<file path="config.mk">
export PLATFORM = sky130hd
export DESIGN_NAME = ign_timing_monitor
export DESIGN_NICKNAME = d
export VERILOG_FILES = /design/src/rtl/ign_timing_monitor.sv
export SDC_FILE = /design/constraint.sdc
export NUM_CORES = 1
export LEC_CHECK = 0
export BUFFER_PORTS_ARGS = -buffer_cell sky130_fd_sc_hd__buf_2
export CAP_MARGIN = 20
export CORE_ASPECT_RATIO = 0.9
export CORE_MARGIN = 2
export CORE_UTILIZATION = 40
export DETAILED_ROUTE_END_ITERATION = 6
export PLACE_DENSITY_LB_ADDON = 0.15
export SETUP_SLACK_MARGIN = 0.02
export SLEW_MARGIN = 20
export SYNTH_ARGS = -nofsm -noshare
export SYNTH_HDL_FRONTEND = slang
export SYNTH_SLANG_ARGS = --single-unit
export TNS_END_PERCENT = 1
</file>
<file path="constraint.sdc">
create_clock -name clk -period 2.6 [get_ports clk]
set_input_delay 0.26 -clock clk [delete_from_list [all_inputs] [get_ports clk]]
set_output_delay 0.26 -clock clk [all_outputs]
set_load 0.02 [all_outputs]
</file>
<file path="src/rtl/ign_timing_monitor.sv">
// Ignition timing monitor: measures trigger period, trigger-to-ignition delay and ignition dwell
// in clk cycles. Optional input glitch filter when IGN_MON_GLITCH_FILTER_EN is defined.
module ign_timing_monitor #(
  parameter int unsigned      CNT_W    = 24,
  parameter logic [CNT_W-1:0] TIMEOUT  = 24'd1_000_000,
  parameter int unsigned      FILT_LEN = 4
) (
  input  logic             clk,
  input  logic             rst,
  input  logic             trig_in,
  input  logic             ign_in,
  input  logic             meas_ready,
  input  logic             ovr_clr,
  output logic             meas_valid,
  output logic [CNT_W-1:0] period,
  output logic [CNT_W-1:0] delay,
  output logic [CNT_W-1:0] dwell,
  output logic             missed_ign,
  output logic             stall,
  output logic             overrun
);

  localparam logic [1:0] S_IDLE      = 2'd0;
  localparam logic [1:0] S_WAIT_IGN  = 2'd1;
  localparam logic [1:0] S_IGN_ON    = 2'd2;
  localparam logic [1:0] S_WAIT_TRIG = 2'd3;

  // Bit 0 carries the trigger, bit 1 the ignition; both paths have identical latency.
  logic [1:0] meta, sync, cond, dly, rise_q;
  logic       ign_fall_q;

  always_ff @(posedge clk or negedge rst) begin
    if (!rst) begin
      meta <= '0;
      sync <= '0;
    end else begin
      // NOTE: flops use non-blocking assignments so each stage samples the pre-edge value.
      meta <= {ign_in, trig_in};
      sync <= meta;
    end
  end

`ifdef IGN_MON_GLITCH_FILTER_EN
  localparam int unsigned FC_W = $clog2(FILT_LEN + 1);

  logic [FC_W-1:0] filt_cnt [2];

  // A filtered level flips only after FILT_LEN consecutive samples disagree with it.
  always_ff @(posedge clk or negedge rst) begin
    if (!rst) begin
      cond <= '0;
      // NOTE: this two-entry array is ordinary flops, not RAM, so it is reset with the rest.
      for (int i = 0; i < 2; i++) filt_cnt[i] <= '0;
    end else begin
      for (int i = 0; i < 2; i++) begin
        if (sync[i] == cond[i]) begin
          filt_cnt[i] <= '0;
        end else if (filt_cnt[i] == FC_W'(FILT_LEN - 1)) begin
          cond[i]     <= sync[i];
          filt_cnt[i] <= '0;
        end else begin
          filt_cnt[i] <= filt_cnt[i] + 1'b1;
        end
      end
    end
  end
`else
  // FILT_LEN only matters when the glitch filter is built.
  localparam int unsigned unused_filt_len = FILT_LEN;

  assign cond = sync;
`endif

  always_ff @(posedge clk or negedge rst) begin
    if (!rst) begin
      dly        <= '0;
      rise_q     <= '0;
      ign_fall_q <= 1'b0;
    end else begin
      dly        <= cond;
      rise_q     <= cond & ~dly;
      ign_fall_q <= ~cond[1] & dly[1];
    end
  end

  logic             trig_rise, ign_rise, ign_fall;
  logic [1:0]       state, nxt_state;
  logic [CNT_W-1:0] cnt, ign_start, d_lat, w_lat, dwell_now;
  logic             publish, timeout_hit, xfer;

  assign trig_rise = rise_q[0];
  assign ign_rise  = rise_q[1];
  assign ign_fall  = ign_fall_q;
  assign dwell_now = cnt - ign_start;
  assign xfer      = meas_valid & meas_ready;

  // Trigger is handled before any coincident ignition edge, which then opens the new cycle.
  always_comb begin
    // NOTE: every signal written here gets a default first, so no latch can be inferred.
    nxt_state   = state;
    timeout_hit = 1'b0;
    publish     = trig_rise && (state != S_IDLE);
    if (trig_rise) begin
      if (ign_rise)                          nxt_state = S_IGN_ON;
      else if (state == S_IGN_ON && ign_fall) nxt_state = S_WAIT_TRIG;
      else if (state == S_IGN_ON)            nxt_state = S_IGN_ON;
      else                                   nxt_state = S_WAIT_IGN;
    end else if (state != S_IDLE && cnt == TIMEOUT) begin
      timeout_hit = 1'b1;
      nxt_state   = S_IDLE;
    end else begin
      case (state)
        S_WAIT_IGN: if (ign_rise) nxt_state = S_IGN_ON;
        S_IGN_ON:   if (ign_fall) nxt_state = S_WAIT_TRIG;
        default:    ;
      endcase
    end
  end

  always_ff @(posedge clk or negedge rst) begin
    if (!rst) begin
      state      <= S_IDLE;
      cnt        <= '0;
      ign_start  <= '0;
      d_lat      <= '0;
      w_lat      <= '0;
      meas_valid <= 1'b0;
      period     <= '0;
      delay      <= '0;
      dwell      <= '0;
      missed_ign <= 1'b0;
      stall      <= 1'b0;
      overrun    <= 1'b0;
    end else begin
      state <= nxt_state;
      stall <= timeout_hit;

      if (trig_rise)      cnt <= CNT_W'(1);
      else if (cnt != '1) cnt <= cnt + 1'b1;

      if (publish) begin
        period     <= cnt;
        delay      <= d_lat;
        dwell      <= (state == S_IGN_ON) ? dwell_now : w_lat;
        missed_ign <= (state == S_WAIT_IGN);
      end

      // Working registers restart at every trigger; an ignition already high is rebased to 0.
      if (trig_rise) begin
        d_lat     <= '0;
        w_lat     <= '0;
        ign_start <= '0;
      end else if (!timeout_hit) begin
        if (state == S_WAIT_IGN && ign_rise) begin
          d_lat     <= cnt;
          ign_start <= cnt;
        end else if (state == S_IGN_ON && ign_fall) begin
          w_lat <= dwell_now;
        end
      end

      if (publish)   meas_valid <= 1'b1;
      else if (xfer) meas_valid <= 1'b0;

      if (publish && meas_valid && !meas_ready) overrun <= 1'b1;
      else if (ovr_clr)                         overrun <= 1'b0;
    end
  end

endmodule
</file>
# After elaboration in Yosys (flattened, before gate mapping)
# Cells that the tools add are included.
[totals] output_inout_bits=76 regBits=159 wordCells=72 in_bits=6
[classes] n_mux=24 n_addsub=2 bitwise=5 n_reduce_logical=17 n_eq_ne=8
[op_table] cell="$mux W24" n=10
[op_table] cell="$add A24 B1 Y24 const B" n=1
[op_table] cell="$eq A24 B20 Y1 const B" n=1
[op_table] cell="$ne A24 B24 Y1 const B" n=1
[op_table] cell="$sub A24 B24 Y24" n=1
[op_table] cell="$mux W2" n=7
[op_table] cell="$reduce_bool A2 Y1" n=6
[op_table] cell="$logic_and A1 B1 Y1" n=6
[op_table] cell="$mux W1" n=6
[op_table] cell="$reduce_and A3 Y1" n=2
[op_table] cell="$ne A2 B2 Y1 const B" n=2
[op_table] cell="$ne A4 B3 Y1 const B" n=1
[op_table] cell="$ne A4 B4 Y1 const B" n=1
[op_table] cell="$pmux W2 S2" n=1
[op_table] cell="$reduce_bool A4 Y1" n=1
[op_table] cell="$and A1 B1 Y1" n=2
[op_table] cell="$and A2 B2 Y2" n=1
[op_table] cell="$eq A2 B1 Y1 const B" n=1
[op_table] cell="$eq A2 B2 Y1 const B" n=1
[op_table] cell="$not A2 Y2" n=1
[op_table] cell="$reduce_and A2 Y1" n=1
[op_table] cell="$logic_not A1 Y1" n=1
[op_table] cell="$not A1 Y1" n=1

# Longest topological paths before layout
# Gate-level depths: netlist of run 1.
[logic_depth] depth_word=6 depth_mapped=10 mapped_depth_nobuf=10

# Least setup slack after synthesis of run 1
# Ideal clock, no wire load.
[synth_timing] kind="register to register" startpoint="register cnt[0]" endpoint="register w_lat[14]" setup_slack_ps=193 arrival_time_ps=2286 setup_ps=121 path_stages_with_launch=11 t_required_ps=2479 path_buffers=0 period_less_slack_ps=2407 cell_sequence="dfrtp_1 -> inv_1 -> ha_1 -> inv_1 -> fa_1 -> a21oi_1 -> o21ai_1 -> a31oi_1 -> o21ai_0 -> xor2_1 -> a22o_1"
[synth_via] elab_chain_len=6 elab_cells_between_ends=11 classes_between="1 x add/sub; 2 x eq/ne; 6 x mux; 2 x reduce/logical"
[synth_lines] item="start, declared" line_no="88" rtl="logic [CNT_W-1:0] cnt, ign_start, d_lat, w_lat, dwell_now;"
[synth_lines] item="start signal, assigned" line_no="139" rtl="else if (cnt != '1) cnt <= cnt + 1'b1;"
[synth_lines] item="parallel branches: the longest is 6 deep, another holds $sub A24 B24 Y24"
[synth_lines] item="end signal, assigned" line_no="158" rtl="w_lat <= dwell_now;"
[synth_lines] item="end, declared" line_no="88"
# Parallel ways; which one is timed is not known. The select of a mux whose other input is x is not followed.
# A chain may end at the register's enable or synchronous reset.

# Final worst setup path of run 1
[layout_timing] startpoint="register cnt[1]" endpoint="register dwell[15]"
[layout_via] elab_chain_len=2
[layout_lines] item="$sub A24 B24 Y24" line_no="94" rtl="assign dwell_now = cnt - ign_start;"
[layout_lines] item="$mux W24" line_no="144" rtl="dwell <= (state == S_IGN_ON) ? dwell_now : w_lat;"
[layout_lines] item="end signal, assigned" line_no="144"
[layout_lines] item="end, declared" line_no="17" rtl="output logic [CNT_W-1:0] dwell,"
# No other way between the ends.

==> impl_metrics.yaml, run 1 <==
outcome:
  status: "finished clean"
worst_setup_path:
  critical_path.startpoint_type: "flop"
  crit_fanout: 5
  worstSetupPathType: "reg -> reg"
  path_cells: "ha_1 -> nor2b_1 -> o31a_2 -> o21ai_1 -> o21bai_1 -> a21oi_1 -> xnor2_1 -> o221a_2"
  endpoint_kind: "flop"
  critPathSlowestCell: "dfrtp_1"
  arrival_ns: 2.76
  slowest_delay_ns: 0.43
  crit_required_ns: 2.91
synthesis:
  synth_area_per_cell_sq_um: 9.73
  netlist_area_sq_um: 7730
  synth_most_common_cell: "dfrtp_1"
  synth-xor-area-share_pct: 4.42
  synthSimpleGateAreaFrac_pct: 16.4
  synth_edf_count: 0
  yosys.area.top_type_share_pct: 51.5
  synthTopCellsByCount: "159 x dfrtp_1, 144 x nand2_1, 61 x o21ai_0"
  yosysWarnings: 0
  yosysSeqAreaShare_pct: 51.5
  synthArstFlopShare_pct: 100
  synth_top_family_by_area: "compound AO/OA/AOI/OAI gates"
  synthMuxAreaShare_pct: 0.518
  synth_compound_area_share_pct: 18.3
  synth.distinct_cells: 63
  ys.flop_type: "dfrtp_1"
  synthAdderAreaFrac_pct: 4.31
  yosysTopAreaCell: "dfrtp_1"
  synth_area_leaders: "dfrtp_1 51%, nand2_1 7.0%, a22o_1 4.4%"
  syn-instance-count: 794
  syn_nets: 826
  ys_ff_latch: 159
layout:
  final_util_pct: 48.6
  fill_cells: 1758
  layout.cells.non_filler: 1162
  drive_gt1_share_pct: 20.2
  area_growth_pct: 19.8
  nets: 931
  diodes: 0
detailed_routing:
  drc: 0
  finalWirelength_um: 20400
  ant_nets: 0
  dr_total_vias: 6192
  firstDrtPassIters: 5
  via_per_inst: 5.33
  wl_per_cell_um: 17.5
  drtIter0Drc: 349
placement:
  post-dp-hpwl_um: 14700
  dp_cells: 1125
  io_buffers: 81
  gp_congestion: 0.900
floorplanning:
  std_cell_rows: 48
  die_x_um: 151
  dieHeight_um: 136
  ios: 82
  dieArea_sq_um: 20400
  start_util_pct: 40.6
  core_area_sq_um: 19000
cts:
  root_buffer: "clkbuf_16"
  cts.clk_slew.worst_paths_ns: 0.06
  htreeDepth: 4
  cts_tree: "done"
  cts_max_path_buffers: 2
  clk_latency_ns: 0.43
  cts_buffers: 17
  cts_num_sinks: 159
timing:
  layout_min_cycle_time_ns: 2.45
  clock.fmax_mhz: 409
  slew-limit-headroom_pct: 56.7
  finalCritPeriodShare_pct: 94.1
  worst_pin_slew_ns: 0.644
  drv_slew: 0
  setup_viol: 0
  hold_viol_final: 0
  rsz0062_at_grt: "true"
  holdWs_ns: 0.0359
  skew_ns: 0.00919
global_route:
  antenna_found_initial: 0
  grt_pass1_wl_um: 33300
  grt_max_degree: 89
  grt_pass1_vias: 6134
  grt_usage_pct: 21.1
  grt.overflow.total: 0
power_and_ir_drop:
  powerDensity_nw_per_um2: 936
  p_leak_nw: 4.57
  irDropWorstVdd_mv: 0.465
worst_hold_path:
  hp-class: "in -> reg"
flow_run:
  max_cap_violations: 0
metrics by stage:
step | area [sq um] | total power, mW | setup TNS [ns] | setup slack, ns
floorplan | 7730 | 5.16 | 0 | 0.193
global placement | 8590 | 6.07 | 0 | 0.0263
detailed placement | 8590 | 6.15 | -0.000512 | -0.000512
CTS | 9200 | 8.61 | 0 | 0.0501
global route | 9250 | 9.18 | -0.00247 | -0.00163
finish | 9250 | 8.66 | 0 | 0.154
critical path, delay by kind of cell, from the launching register on:
kind	cells	cell delay (ns)
simple gates	1	0.14
xor+xnor	1	0.14
fa+ha+maj	1	0.31
flops	1	0.43
compound gates	5	1.34
cell type report:
cell class | count | area (sq um) | area share (%)
Multi-Input combinational cell | 561 | 3450 | 37.2
Clock inverter | 14 | 133 | 1.43
Sequential cell | 159 | 3980 | 43.0
Inverter | 32 | 120 | 1.30
Clock buffer | 18 | 439 | 4.75
Tap cell | 250 | 313 | 3.38
Timing Repair Buffer | 128 | 822 | 8.88
sequential cells by signal, indices dropped and copies added, names as in the netlist, 2 cells and up:
register	flops
rise_q	2
d_lat	24
cond	2
cnt	24
delay	24
state	2
dly	2
dwell	24
meta	2
period	24
w_lat	24
worst paths after layout:
kind / slack, ns / depth (start not counted) / endpoint / from
setup / recovery: 0.15 / 8 / dwell[15] / cnt[1]
hold / removal: 0.04 / 2 / overrun / ovr_clr
setup reg to reg: 0.15 / 8 / dwell[15] / cnt[1]
hold reg to reg: 0.35 / 0 / cond[0] / meta[0]
max in group asynchronous: 1.74 / 3 / cnt[12] / rst
min in group asynchronous: 0.18 / 2 / rise_q[0] / rst
placed cells by master, fill, tap and decap left out, drive strengths merged, types with 2 or more instances in the layout:
cell         instances
o22ai               14
o211ai               2
nor2b                8
o41ai                2
o21a                 5
a211oi               3
inv                 38
or2                  2
dfrtp              159
xor2                20
ha                  25
nand2              144
clkinvlp             2
dlygate4sd3          3
nor3b                2
o21ai               64
buf                125
xnor2               19
nor2                60
nor3                16
a21oi               42
and3                 6
a21o                 7
nand3               17
o31ai                3
o31a                 2
nand4                8
a31oi               10
or3                  8
a22o                43
and4                 3
nand2b               2
clkinv               5
mux2i                4
clkbuf              18
a221o                5
cells by family (layout without fill, tap and decap cells):
logic type | count (synthesis) | after routing
buffers and inverters | 74 | 192
AOI/OAI and AO/OA | 210 | 210
adders and majority gates | 26 | 26
xor gates and xnor gates | 39 | 39
muxes | 4 | 4
and+or+nand+nor | 282 | 282
DFF | 159 | 159
where the power goes:
group / switching [mW] / internal (mW)
clock network: 1.05 / 1.36
logic: 1.86 / 1.23
registers: 0.287 / 2.87
metal layers:
| metal | wire length (um) | vias to the layer above | track usage, % | share of wire, % |
|---|---|---|---|---|
| met1 | 9920 | 3045 | 29.8 | 49 |
| met5 | 0 | - | 0 | 0 |
| met2 | 9380 | 149 | 33.3 | 46 |
| met4 | 189 | 0 | 5.14 | 0.93 |
| li1 | - | 2982 | - | - |
| met3 | 906 | 16 | 4.43 | 4.4 |
what timing repair did:
action / CTS / global route
hold buffers: 3 / 0
cloned: 0 / 0
hold endpoints to repair: 161 / 0
pin swaps: 0 / 1
resized for setup: 1 / 8
setup buffers: 0 / 2
endpoints found under the setup margin: 3 / 19
No activity file was read; power rests on OpenSTA's default activity.
==> run 2: changes to the inputs <==
CAP_MARGIN = 5   (was 20)
GPL_TIMING_DRIVEN = 0   (was unset)
==> impl_metrics.yaml, run 2 (synthesized netlist as in run 1, its figures left out) <==
outcome:
  status: "finished clean"
detailed_routing:
  finalWirelength_um: 20900
  via_per_inst: 5.33
  ant_nets: 0
  dr_total_vias: 6232
  wl_per_cell_um: 17.9
  drtIter0Drc: 394
  firstDrtPassIters: 5
  drc: 0
cts:
  cts_buffers: 17
  root_buffer: "clkbuf_16"
  cts_max_path_buffers: 2
  cts_tree: "done"
  clk_latency_ns: 0.43
  cts_num_sinks: 159
  cts.clk_slew.worst_paths_ns: 0.06
  htreeDepth: 4
worst_hold_path:
  min_to: "meas_valid"
  hp-class: "in -> reg"
  hold-path-cell-count: 3
  hp-start: "meas_ready"
timing:
  finalCritPeriodShare_pct: 97.5
  worst_pin_slew_ns: 0.733
  holdWs_ns: 0.0984
  hold_viol_final: 0
  setup_slack_ns: 0.0663
  slew-limit-headroom_pct: 51.1
  clock.fmax_mhz: 395
  skew_ns: 0.00926
  rsz0062_at_grt: "true"
  drv_slew: 0
  setup_viol: 0
  layout_min_cycle_time_ns: 2.53
layout:
  layout_commonest_cell: "dfrtp_1"
  drive_gt1_share_pct: 19.6
  seq_area_sq_um: 3980
  fill_cells: 1868
  multi_input_area_sq_um: 3510
  area_growth_pct: 20.2
  nets: 938
  mostFrequentLayoutCells: "155 x dfrtp_1, 144 x nand2_1, 85 x buf_2"
  diodes: 0
floorplanning:
  dieHeight_um: 136
  dieArea_sq_um: 20400
  std_cell_rows: 48
  die_x_um: 151
  start_util_pct: 40.6
  core_area_sq_um: 19000
  ios: 82
power_and_ir_drop:
  p_leak_nw: 4.49
  powerDensity_nw_per_um2: 961
  irDropWorstVdd_mv: 0.633
global_route:
  grt_pass1_vias: 5943
  grt_pass1_wl_um: 33400
  grt_max_degree: 95
  grt_usage_pct: 21.4
  antenna_found_initial: 0
  grt.overflow.total: 0
placement:
  post-dp-hpwl_um: 15000
  io_buffers: 81
  place_ws_ns: -0.492
  gp_congestion: 0.941
worst_setup_path:
  cp_top_family: "compound AO/OA/AOI/OAI gates"
  r2r_slack_ns: 0.07
  endpoint_kind: "flop"
  crit_fanout: 6
  crit_required_ns: 2.89
  worstReg2RegEnd: "dwell[20]"
  worstSetupPathType: "reg -> reg"
  arrival_ns: 2.83
  reg2reg_from: "cnt[0]"
  critical_path.startpoint_type: "flop"
  reg2reg_depth: 10
  critPathSlowestCell: "o41ai_1"
  slowest_delay_ns: 0.48
  crit_buf_inv: 2
  path_cells: "inv_2 -> ha_1 -> inv_1 -> fa_1 -> a21oi_2 -> o21ai_2 -> a31oi_4 -> o41ai_1 -> xnor2_1 -> a21oi_1"
flow_run:
  max_cap_violations: 0
[run 2: what timing repair did]
| action | CTS | global route |
|---|---|---|
| endpoints found under the setup margin | 20 | 31 |
| resized for setup | 8 | 28 |
| hold endpoints to repair | 68 | 0 |
| pin swaps | 3 | 3 |
| hold buffers | 4 | 0 |
| buffers inserted | 4 | 5 |
[run 2: where the power goes]
group / internal, mW / switching, mW / leakage, nW
registers: 2.87 / 0.297 / 2.13
logic: 1.32 / 1.94 / 2.09
clock network: 1.44 / 1.06 / 0.265
[run 2: worst reg2reg max path: cells and delay by family (launching register included)]
kind	cells	cell delay (ns)
buf+inv	2	0.14
fa+ha+maj	2	0.43
flops	1	0.41
compound gates	5	1.17
xor+xnor	1	0.23
[run 2: worst max path at each step]
stage | startpoint | endpoint | slack (ns) | cells past startpoint
finish | cnt[0] | dwell[20] | 0.07 | 10
global route | cnt[3] | dwell[17] | -0.06 | 8
CTS | cnt[8] | w_lat[21] | 0.01 | 9
detailed placement | cnt[0] | w_lat[14] | -0.49 | 10
global placement | rst | period[17] | -1.29 | 1
floorplan | cnt[0] | w_lat[14] | 0.19 | 10
[run 2: layout make-up]
cell class / instances / share of cell area, %
clock inverter: 12 / 1.47
timing repair buffer: 95 / 5.93
clock buffer: 20 / 4.81
sequential: 159 / 42.9
tap: 250 / 3.37
buffer: 40 / 2.46
multi-input combinational: 561 / 37.8
inverter: 32 / 1.29
[run 2: routing by layer]
| metal | GRT usage, % | part of all wire, % |
|---|---|---|
| met3 | 4.26 | 5.4 |
| met5 | 0 | 0 |
| met4 | 5.35 | 1.0 |
| met2 | 32.2 | 45 |
| met1 | 31.8 | 48 |
[run 2: stage by stage]
stage                     total power, mW  std cells  util, %  instance area [sq um]  setup TNS [ns]
after global routing                 9.42       1169     48.8                   9290          -0.136
after detailed placement             6.13       1126     44.6                   8480           -4.63
final                                8.93       1169     48.8                   9290               0
after CTS                            8.80       1166     48.2                   9170               0
after global placement               6.10       1125     44.4                   8450         -207.10
after floorplan                      5.16        794        -                   7730               0
==> run 3: changes to the inputs <==
MAX_ROUTING_LAYER = met4   (was unset)
==> impl_metrics.yaml, run 3 (synthesized netlist as in run 1, its figures left out) <==
placement:
  place_ws_ns: -0.510
  post-dp-hpwl_um: 15000
  dp_cells: 1126
  io_buffers: 81
  dpl_cell_area_sq_um: 8480
  gp_congestion: 0.955
timing:
  hold_viol_final: 0
  drv_slew: 0
  layout_min_cycle_time_ns: 2.53
  worst_pin_slew_ns: 0.946
  rsz0062_at_grt: "true"
  setup_viol: 0
  clock.fmax_mhz: 395
  holdWs_ns: 0.0231
  slew-limit-headroom_pct: 36.7
  finalCritPeriodShare_pct: 97.3
  fin_tns_setup_ns: 0
  setup_slack_ns: 0.0690
  skew_ns: 0.0117
detailed_routing:
  drc: 0
  wl_per_cell_um: 18.1
  ant_nets: 0
  finalWirelength_um: 21100
  via_per_inst: 5.33
  dr_total_vias: 6202
  drtIter0Drc: 484
  firstDrtPassIters: 5
worst_setup_path:
  cp_top_family: "compound AO/OA/AOI/OAI gates"
  path_cells: "inv_2 -> ha_1 -> inv_1 -> fa_2 -> a21oi_2 -> o21ai_2 -> a31oi_4 -> o41ai_1 -> xnor2_1 -> a21oi_1"
  critical_path.startpoint_type: "flop"
  crit_fanout: 6
  worstSetupPathType: "reg -> reg"
  critPathSlowestCell: "o41ai_1"
  endpoint_kind: "flop"
  crit_buf_inv: 2
  crit_required_ns: 2.89
  slowest_delay_ns: 0.43
  arrival_ns: 2.82
  r2r_slack_ns: 0.07
power_and_ir_drop:
  power_mw: 8.66
  swShare_pct: 37.3
  comb_power_share_pct: 36.4
  p_int_mw: 5.43
  p_seq_share_pct: 36.7
  p_sw_mw: 3.23
  clockPowerShare_pct: 26.9
  irDropWorstVdd_mv: 0.474
  powerDensity_nw_per_um2: 939
  p_leak_nw: 4.47
layout:
  drive_gt1_share_pct: 18.8
  final_area_sq_um: 9220
  final_util_pct: 48.4
  mostFrequentLayoutCells: "157 x dfrtp_1, 144 x nand2_1, 85 x buf_2"
  area_growth_pct: 19.3
  nets: 933
  layout.cells.non_filler: 1164
  multi_input_area_sq_um: 3520
  seq_area_sq_um: 3980
  diodes: 0
  layout_commonest_cell: "dfrtp_1"
  fill_cells: 1819
global_route:
  grt_usage_pct: 22.0
  grt_max_degree: 92
  grt.overflow.total: 0
  grt_pass1_wl_um: 33400
  antenna_found_initial: 0
  grt_pass1_vias: 6095
flow_run:
  max_cap_violations: 0
outcome:
  status: "finished clean"
floorplanning:
  std_cell_rows: 48
  ios: 82
  dieHeight_um: 136
  dieArea_sq_um: 20400
  start_util_pct: 40.6
  core_area_sq_um: 19000
  die_x_um: 151
cts:
  root_buffer: "clkbuf_16"
  clk_latency_ns: 0.43
  htreeDepth: 4
  cts_num_sinks: 159
  cts_buffers: 17
  cts_max_path_buffers: 2
  cts_tree: "done"
  cts.clk_slew.worst_paths_ns: 0.07
worst_hold_path:
  hp-class: "in -> reg"
[run 3: changes by cell type in the layout (fill, tap and decap cells not counted), moves of 3 or more]
cell / delta
clkbuf_8: +3
ha_2: -3
clkinvlp_4: -3
buf_4: -4
ha_4: +3
[run 3: final cells by class]
| cell class | count | share of cell area [%] |
|---|---|---|
| inverters | 32 | 1.30 |
| plain buffers | 40 | 2.47 |
| clock buffers | 24 | 5.33 |
| flip-flops and latches | 159 | 43.2 |
| clock inverters | 8 | 0.597 |
| multi-input cells | 561 | 38.2 |
| well taps | 250 | 3.39 |
| repair buffers | 90 | 5.54 |
[run 3: per-layer routing]
layer  global-route usage, %  routed length [um]  vias to the layer above
met1                    30.5               10200                     3058
met5                       -                   0                        -
met4                    6.60                 308                        0
met3                    4.73                1030                       18
li1                        -                   -                     2986
met2                    32.6                9520                      140
[run 3: what timing repair did]
item                                    4_1_cts  5_1_grt
setup buffers                                 4        1
hold buffers                                  3        0
resized for setup                             8       26
endpoints found under the hold margin        70        0
pin swaps                                     2        4
endpoints found under the setup margin       21       21
[run 3: worst paths after layout]
path,startpoint,end,depth (start not counted)
max in group asynchronous,rst,cnt[1],3
setup / recovery,cnt[0],dwell[20],10
hold / removal,ovr_clr,overrun,2
min in group asynchronous,rst,dly[0],2
setup reg to reg,cnt[0],dwell[20],10
hold reg to reg,meta[1],cond[1],0
[run 3: worst register-to-register path, stage by stage, from the launching register on]
cell	delay [ns]
dfrtp_1	0.41
inv_2	0.10
ha_1	0.24
inv_1	0.08
fa_2	0.23
a21oi_2	0.08
o21ai_2	0.30
a31oi_4	0.20
o41ai_1	0.43
xnor2_1	0.23
a21oi_1	0.11
[run 3: power by group through the flow]
stage / Clock [mW] / Combinational (mW) / Sequential (mW)
6_report: 2.33 / 3.15 / 3.18
5_1_grt: 2.49 / 3.43 / 3.22
3_5_place_dp: 0 / 2.93 / 3.21
3_3_place_gp: 0 / 2.90 / 3.20
4_1_cts: 2.37 / 3.10 / 3.17
2_1_floorplan: 0 / 1.73 / 3.42
